===== config.mk =====
export PLATFORM = sky130hd
export DESIGN_NAME = issue_scheduler
export DESIGN_NICKNAME = d
export VERILOG_FILES = /design/src/rtl/issue_pkg.sv /design/src/rtl/issue_scheduler_scoreboard.sv /design/src/rtl/issue_scheduler.sv
export SDC_FILE = /design/constraint.sdc
export NUM_CORES = 1
export LEC_CHECK = 0
export ABC_AREA = 0
export CAP_MARGIN = 30
export CORE_MARGIN = 3
export CORE_UTILIZATION = 27
export DETAILED_ROUTE_END_ITERATION = 10
export SLEW_MARGIN = 30
export SYNTH_ARGS = -nofsm -noshare
export SYNTH_HDL_FRONTEND = slang
export SYNTH_SLANG_ARGS = --single-unit

===== constraint.sdc =====
create_clock -name clk -period 4.79 [get_ports clk]
set_clock_uncertainty 0.1 [all_clocks]
set_input_delay 0.7185 -clock clk [delete_from_list [all_inputs] [get_ports clk]]
set_output_delay 0.7185 -clock clk [all_outputs]
set_load 0.01 [all_outputs]

===== src/rtl/issue_pkg.sv =====
`default_nettype none
// ============================================================================
// Module      : issue_pkg
// Description : Shared opcode constants, load latency and opcode-class decode
//               helpers for the dual-issue scheduler.
// Revision    : 1.0 - initial release
// ============================================================================
package issue_pkg;

    typedef logic [3:0] opcode_t;

    localparam opcode_t NOP = 4'h0;
    localparam opcode_t LD  = 4'hA;
    localparam opcode_t ST  = 4'hB;
    localparam opcode_t BR  = 4'hD;

    // Cycles from load issue to result; dependents wait LAT_LOAD-1 cycles.
    localparam int LAT_LOAD = 3;

    function automatic logic is_mem(input opcode_t op);
        return (op == LD) || (op == ST);
    endfunction

    function automatic logic is_br(input opcode_t op);
        return (op == BR);
    endfunction

    function automatic logic writes_rd(input opcode_t op);
        return !((op == NOP) || (op == ST) || (op == BR));
    endfunction

    function automatic logic reads_rs1(input opcode_t op);
        return (op != NOP);
    endfunction

    // Stores and branches always consume rs2; only ALU ops honour imm_flag.
    function automatic logic reads_rs2(input opcode_t op, input logic imm);
        logic r;
        case (op)
            NOP, LD: r = 1'b0;
            ST, BR:  r = 1'b1;
            default: r = !imm;
        endcase
        return r;
    endfunction

endpackage
`default_nettype wire


===== src/rtl/issue_scheduler_scoreboard.sv =====
`default_nettype none
// ============================================================================
// Module      : issue_scheduler_scoreboard
// Description : Per-register pending-write counters. A register is busy while
//               its counter is nonzero. Busy lookups use the registered count.
// Ports       : clk, reset (async active-low)
//               set_en[1:0], set_idx[1:0] - load issue, loads LAT_LOAD-1
//               look_idx[5:0]             - register indices to query
//               busy[5:0]                 - busy flag per query
// Revision    : 1.0 - initial release
// ============================================================================
module issue_scheduler_scoreboard #(
    parameter int NUM_REGS = 8,
    parameter int CNT_W    = 2,
    parameter int LAT_LOAD = 3,
    localparam int IDX_W   = $clog2(NUM_REGS)
) (
    input  logic                  clk,
    input  logic                  reset,
    input  logic [1:0]            set_en,
    input  logic [1:0][IDX_W-1:0] set_idx,
    input  logic [5:0][IDX_W-1:0] look_idx,
    output logic [5:0]            busy
);

    localparam logic [CNT_W-1:0] C_LOAD_CNT = CNT_W'(LAT_LOAD - 1);

    logic [CNT_W-1:0] r_cnt [NUM_REGS];

    always_ff @(posedge clk or negedge reset) begin
        if (!reset) begin
            for (int r = 0; r < NUM_REGS; r++) begin
                r_cnt[r] <= '0;
            end
        end else begin
            for (int r = 0; r < NUM_REGS; r++) begin
                if ((set_en[0] && (set_idx[0] == IDX_W'(r))) ||
                    (set_en[1] && (set_idx[1] == IDX_W'(r)))) begin
                    r_cnt[r] <= C_LOAD_CNT;
                end else if (r_cnt[r] != '0) begin
                    r_cnt[r] <= r_cnt[r] - 1'b1;
                end
            end
        end
    end

    generate
        for (genvar i = 0; i < 6; i++) begin : g_lookup
            assign busy[i] = (r_cnt[look_idx[i]] != '0);
        end
    endgenerate

endmodule
`default_nettype wire


===== src/rtl/issue_scheduler.sv =====
`default_nettype none
// ============================================================================
// Module      : issue_scheduler
// Description : Dual-issue in-order scheduler. Checks scoreboard and intra-pair
//               hazards, decides issue per slot, drives stall and flush.
// Ports       : clk, reset (async active-low), is_branch_taken
//               slot n: validn, opcoden, rdn, rs1_n, rs2_n, imm_flagn
//               issue0, issue1, stall, flush
// Revision    : 1.0 - initial release
// ============================================================================
module issue_scheduler
    import issue_pkg::*;
#(
    parameter int NUM_REGS = 8,
    parameter int CNT_W    = 2,
    localparam int IDX_W   = $clog2(NUM_REGS)
) (
    input  logic             clk,
    input  logic             reset,
    input  logic             is_branch_taken,
    input  logic             valid0,
    input  logic [3:0]       opcode0,
    input  logic [IDX_W-1:0] rd0,
    input  logic [IDX_W-1:0] rs1_0,
    input  logic [IDX_W-1:0] rs2_0,
    input  logic             imm_flag0,
    input  logic             valid1,
    input  logic [3:0]       opcode1,
    input  logic [IDX_W-1:0] rd1,
    input  logic [IDX_W-1:0] rs1_1,
    input  logic [IDX_W-1:0] rs2_1,
    input  logic             imm_flag1,
    output logic             issue0,
    output logic             issue1,
    output logic             stall,
    output logic             flush
);

    logic       r_done0;
    logic [5:0] w_busy;
    logic       w_hz0;
    logic       w_hz1;
    logic       w_pair_ok;
    logic       w_wr0;
    logic       w_wr1;

    issue_scheduler_scoreboard #(
        .NUM_REGS (NUM_REGS),
        .CNT_W    (CNT_W),
        .LAT_LOAD (LAT_LOAD)
    ) u_scoreboard (
        .clk      (clk),
        .reset    (reset),
        .set_en   ({issue1 && (opcode1 == LD), issue0 && (opcode0 == LD)}),
        .set_idx  ({rd1, rd0}),
        .look_idx ({rd1, rs2_1, rs1_1, rd0, rs2_0, rs1_0}),
        .busy     (w_busy)
    );

    assign w_wr0 = writes_rd(opcode0);
    assign w_wr1 = writes_rd(opcode1);

    // Scoreboard hazards (RAW on sources, WAW on destination).
    assign w_hz0 = (reads_rs1(opcode0) && w_busy[0]) ||
                   (reads_rs2(opcode0, imm_flag0) && w_busy[1]) ||
                   (w_wr0 && w_busy[2]);
    assign w_hz1 = (reads_rs1(opcode1) && w_busy[3]) ||
                   (reads_rs2(opcode1, imm_flag1) && w_busy[4]) ||
                   (w_wr1 && w_busy[5]);

    // Same-cycle pairing restrictions; only relevant when slot 0 issues now.
    assign w_pair_ok = !issue0 ||
        !((w_wr0 && reads_rs1(opcode1) && (rs1_1 == rd0)) ||
          (w_wr0 && reads_rs2(opcode1, imm_flag1) && (rs2_1 == rd0)) ||
          (w_wr0 && w_wr1 && (rd1 == rd0)) ||
          (is_mem(opcode0) && is_mem(opcode1)) ||
          is_br(opcode1) || is_br(opcode0));

    // Outputs are gated by reset so they read 0 the instant reset asserts.
    assign flush  = reset && is_branch_taken;
    assign issue0 = reset && valid0 && !r_done0 && !is_branch_taken && !w_hz0;
    assign issue1 = reset && valid1 && !is_branch_taken && (issue0 || r_done0) &&
                    !w_hz1 && w_pair_ok;
    assign stall  = reset && !is_branch_taken &&
                    ((valid0 && !r_done0 && !issue0) || (valid1 && !issue1));

    always_ff @(posedge clk or negedge reset) begin
        if (!reset) begin
            r_done0 <= 1'b0;
        end else if (flush || issue1) begin
            r_done0 <= 1'b0;
        end else if (issue0 && valid1) begin
            r_done0 <= 1'b1;
        end
    end

endmodule
`default_nettype wire

# Word-level counts from Yosys, hierarchy flattened
# Cells that the tools add are included.
# totals
regBits	17
in_bits	33
out_inout_bits	4
word_cells	208
# op_classes
n_addsub	8
order_cmp	6
n_eq_ne	23
muxes	38
bitwise	6
reduce_logical	118
# ops
operator	count
$mux W2	28
$logic_and A1 B1 Y1	47
$reduce_bool A2 Y1	23
$bmux W2 S3	6
$logic_or A1 B1 Y1	27
$eq A3 B3 Y1 const B	8
$eq A4 B4 Y1 const B	6
$ge A4 B4 Y1 const B	6
$not A3 Y4	6
$sub A2 B1 Y2 const B	8
$eq A3 B2 Y1 const B	4
$logic_not A1 Y1	11
$eq A3 B3 Y1	3
$logic_not A4 Y1	2
$reduce_bool A4 Y1	2
$reduce_or A2 Y1	4
$eq A3 B1 Y1 const B	2
$logic_not A3 Y1	2
$pmux W1 S2	2
$mux W1	2

# Longest topological paths before layout
# depth
depth_word	18
mapped_depth	8
depth_no_buf	7

# Cells and area by module
# Synthesis repeated with hierarchy kept, for this count alone.
# hier_totals
hier_cells	235
area_unflattened_um2	1918.1
# by_module_without_submodules
module	instances	cells_per_inst	area_each_um2	seq_area_each_um2
issue_scheduler_scoreboard	1	161	1395.1	400.4
issue_scheduler	1	74	523.0	25.0

# Worst setup path after synthesis
# Ideal clock, no wire load.
# synth_path
path_type	input to output
start	input port rs1_0[0]
end	output port stall
arrival_ps	2368
required_ps	3972
slack_ps	1604
cell_stages	7
path_buffers	1
cell_sequence	mux4_2 > or3b_1 > and3_4 > and3_4 > buf_6 > nand2b_1 > a21oi_1
# synth_via
elab_chain_len	18
word_cells_on_any_way	21
classes_between	mux (3); bitwise (1); reduce/logical (17)
# synth_rtl
item	line_no	source
start, declared	issue_scheduler.sv:24	input logic [IDX_W-1:0] rs1_0,
$not A3 Y4 (not written as such) (*)	issue_scheduler_scoreboard.sv:49	assign busy[i] = (r_cnt[look_idx[i]] != '0);
$bmux W2 S3 (*)	issue_scheduler_scoreboard.sv:49	
$mux W2 (not written as such) (*) (2 in series)	issue_scheduler_scoreboard.sv:49	
$reduce_bool A2 Y1 (*)	issue_scheduler_scoreboard.sv:49	
$logic_and A1 B1 Y1 (*)	issue_scheduler.sv:64	assign w_hz0 = (reads_rs1(opcode0) && w_busy[0]) ||
$logic_or A1 B1 Y1 (*)	issue_scheduler.sv:64	
$logic_or A1 B1 Y1 (*)	issue_scheduler.sv:65	(reads_rs2(opcode0, imm_flag0) && w_busy[1]) ||
$logic_not A1 Y1 (*)	issue_scheduler.sv:81	assign issue0 = reset && valid0 && !r_done0 && !is_branch_taken && !w_hz0;
$logic_and A1 B1 Y1 (*)	issue_scheduler.sv:81	
via issue0	issue_scheduler.sv:33	output logic issue0,
$logic_or A1 B1 Y1	issue_scheduler.sv:82	assign issue1 = reset && valid1 && !is_branch_taken && (issue0 || r_done0) &&
$logic_and A1 B1 Y1 (2 in series)	issue_scheduler.sv:82	
$logic_and A1 B1 Y1	issue_scheduler.sv:83	!w_hz1 && w_pair_ok;
$logic_not A1 Y1	issue_scheduler.sv:85	((valid0 && !r_done0 && !issue0) || (valid1 && !issue1));
$logic_and A1 B1 Y1	issue_scheduler.sv:85	
$logic_or A1 B1 Y1 (*)	issue_scheduler.sv:85	
$logic_and A1 B1 Y1 (*)	issue_scheduler.sv:84	assign stall = reset && !is_branch_taken &&
end, declared	issue_scheduler.sv:35	output logic stall,
# Mark *: on every way through the listed nets, which the timed path passes. The rest lies on a longest branch. The select of a mux whose other input is x is not followed.

# Final worst setup path
# layout_path
start	input port rs1_0[0]
end	output port stall
# layout_via
elab_chain_len	18
word_cells_on_any_way	21
classes_between	mux (3); bitwise (1); reduce/logical (17)
# layout_rtl
item	line_no
$not A3 Y4 (not written as such) (*)	issue_scheduler_scoreboard.sv:49
$bmux W2 S3 (*)	issue_scheduler_scoreboard.sv:49
$mux W2 (not written as such) (*) (2 in series)	issue_scheduler_scoreboard.sv:49
$reduce_bool A2 Y1 (*)	issue_scheduler_scoreboard.sv:49
$logic_and A1 B1 Y1 (*)	issue_scheduler.sv:64
$logic_or A1 B1 Y1 (*)	issue_scheduler.sv:64
$logic_or A1 B1 Y1 (*)	issue_scheduler.sv:65
$logic_not A1 Y1 (*)	issue_scheduler.sv:81
$logic_and A1 B1 Y1 (*)	issue_scheduler.sv:81
$logic_or A1 B1 Y1	issue_scheduler.sv:82
$logic_and A1 B1 Y1 (2 in series)	issue_scheduler.sv:82
$logic_and A1 B1 Y1	issue_scheduler.sv:83
$logic_not A1 Y1	issue_scheduler.sv:85
$logic_and A1 B1 Y1	issue_scheduler.sv:85
$logic_or A1 B1 Y1 (*)	issue_scheduler.sv:85
$logic_and A1 B1 Y1 (*)	issue_scheduler.sv:84
# Mark *: on every way between the ends. The rest lies on a longest branch, timed or not. The select of a mux whose other input is x is not followed.

==> metrics.yaml <==
nNetsFinal: 282
area.growth.synth_to_final_pct: 24.9
clockBufferDepth: 2
dieArea_um2: 8130
gr-total-overflow: 0
syn_area_um2: 1910
synthFlopType: "dfrtp_1"
ant_nets: 0
drt-total-wl_um: 5020
gp_congestion: 0.796
regToRegSetupSlack_ns: 1.98
grt_use_total: 0.126
die_h_um: 90.1
yosys_register_bits: 17
grt_first_pass_wirelength_um: 8450
wl_met2_um: 2480
syn_nets: 246
drv_slew: 0
drv_cap: 0
fin_tns_setup_ns: 0
fp.dieW_um: 90.1
maxSlewHeadroom: 0.661
root_buffer: "clkbuf_8"
core_um2: 6830
cts_tree: "built"
synth_edf_count: 0
r2r_start: "u_scoreboard.r_cnt[10]$_DFFE_PN0P_"
setup_violations: 0
rsz0062_at_grt: "false"
numPortBuffers: 36
io_pins: 37
drive_gt1_frac: 0.108
rows: 30
leakage_nw: 0.978
r2r-end: "u_scoreboard.r_cnt[12]$_DFFE_PN0P_"
clk_pin_slew_worst_paths_ns: 0.08
dr_total_vias: 1705
end_kind: "output pin"
outcome: "finished clean"
criticalPathCategory: "input port to output pin"
dp_hpwl_um: 4070
cts_buffers: 3
ys_types: 54
layout_commonest_cell: "clkdlybuf4s50_1"
hold_path_class: "flip-flop to flip-flop"
fin_crit_sh: 0.901
cp_max_fo: 9
cts_sinks: 17
worstMarginPinSlew_ns: 0.504
start_util: 0.280
synthArstFlopShare: 1.00
synth.avg_cell_area_um2: 9.33
power_mw: 1.04
cts_resized: 0
yosys_warnings: 0
finalCriticalPeriod_ns: 4.32
first_pass_iters: 4
n_antenna_cell: 0
dr.first_iter.drc_count: 139
ir_drop_mv: 0.136
via_per_inst: 5.07
cp_data_arrival_time_ns: 3.50
drc_errors: 0
synthesis.instances: 205
hold_depth: 2
hold_start: "u_scoreboard.r_cnt[13]$_DFFE_PN0P_"
fill_cells: 728
route.met3.wl_um: 197
hold_buffers: 0
h-tree-depth: 1
fmax_mhz: 232
finalHoldViolCount: 0
wl_per_cell_um: 15.0
fin_hold_ws_ns: 0.446
rr_worst_depth: 7
grt_pass1_vias: 1697
wl_met1_um: 2320
antenna_found_initial: 0
power_density_nw_per_um2: 434
clock_latency_ns: 0.26
postCtsSetupBuffers: 0
cp_data_required_time_ns: 3.97
grt_start_max_net_pins: 20
mostFrequentLayoutCells: "36 x clkdlybuf4s50_1, 19 x inv_1, 17 x nor2_1, 17 x dfrtp_1, 14 x nand2_1"
cp-start-kind: "input port"
highest_layer: "met4"
min_to: "u_scoreboard.r_cnt[13]$_DFFE_PN0P_"
yosysSeqAreaShare: 0.223
[report_power, final]
part,switching [mW],internal (mW)
clock network,0.0588,0.0588
logic,0.296,0.337
registers,0.0629,0.222
[synthesized netlist by cell type (all sizes together) (2+ instances only)]
library cell,number,share of area
inv,19,0.037
nor2,19,0.040
dfrtp,17,0.22
nand2,14,0.027
a21oi,11,0.029
mux4,10,0.12
xnor2,9,0.041
ha,8,0.052
xor2,8,0.037
nor3,7,0.018
o211a,7,0.037
o211ai,7,0.027
nand2b,6,0.024
o21ai,5,0.013
and3,4,0.018
buf,4,0.017
mux2i,4,0.021
nand3,4,0.010
or3,4,0.014
a211oi,3,0.014
and2,3,0.012
or4b,3,0.016
a211o,2,0.0092
a221oi,2,0.016
a22oi,2,0.0079
and2b,2,0.0092
and4b,2,0.010
clkbuf,2,0.014
nand3b,2,0.0079
or3b,2,0.0092
[cell families (layout without fill, tap and decap cells)]
kind of cell / count (synthesis) / in the layout / synth area share
adder cells (fa/ha/maj): 8 / 8 / 0.0524
flip-flops: 17 / 17 / 0.223
AND/OR/NAND/NOR: 78 / 78 / 0.243
AO/OA/AOI/OAI: 46 / 46 / 0.191
XOR/XNOR: 17 / 17 / 0.0779
multiplexers: 14 / 14 / 0.145
buffers and inverters: 25 / 60 / 0.0687
[worst max path at each step]
stage	to	slack, ns	from	cells past startpoint
2_1_floorplan	stall	1.60	rs1_0[0]	7
6_report	stall	0.47	rs1_0[0]	8
4_1_cts	stall	0.49	rd0[0]	8
3_3_place_gp	stall	0.52	rs1_0[0]	8
3_5_place_dp	stall	0.49	rd0[0]	8
5_1_grt	stall	0.30	rd0[0]	8
[critical path: stages]
cell and delay [ns]:
clkdlybuf4s50_1 0.53, mux4_2 0.51, or3b_1 0.35, and3_4 0.19
a41oi_2 0.38, nor2_1 0.12, a21oi_1 0.15, clkdlybuf4s50_1 0.55
[routing by layer]
metal  GRT usage  vias to the layer above
li1            -                      841
met4      0.0242                        0
met1       0.159                      820
met3      0.0251                        6
met5           0                        -
met2       0.225                       38
[registers in the layout (all words and copies together), names as in the netlist]
register / count
r_done0: 1
u_scoreboard.r_cnt: 16
[through the flow]
stage | setup WS, ns | utilization | instances | instance area [um^2]
after detailed placement | 0.486 | 0.342 | 332 | 2340
final | 0.472 | 0.350 | 336 | 2390
after global placement | 0.524 | 0.342 | 332 | 2340
after CTS | 0.486 | 0.350 | 336 | 2390
after global routing | 0.301 | 0.350 | 336 | 2390
after floorplan | 1.60 | - | 205 | 1910
[layout make-up]
type / instances / area (um^2) / share of cell area
Clock inverter: 1 / 7.51 / 0.00314
Inverter: 19 / 71.3 / 0.0299
Multi-Input combinational cell: 163 / 1360 / 0.567
Timing Repair Buffer: 37 / 368 / 0.154
Sequential cell: 17 / 425 / 0.178
Clock buffer: 3 / 41.3 / 0.0173
Tap cell: 96 / 120 / 0.0503
Note: power is estimated with default switching activity, not from simulation.
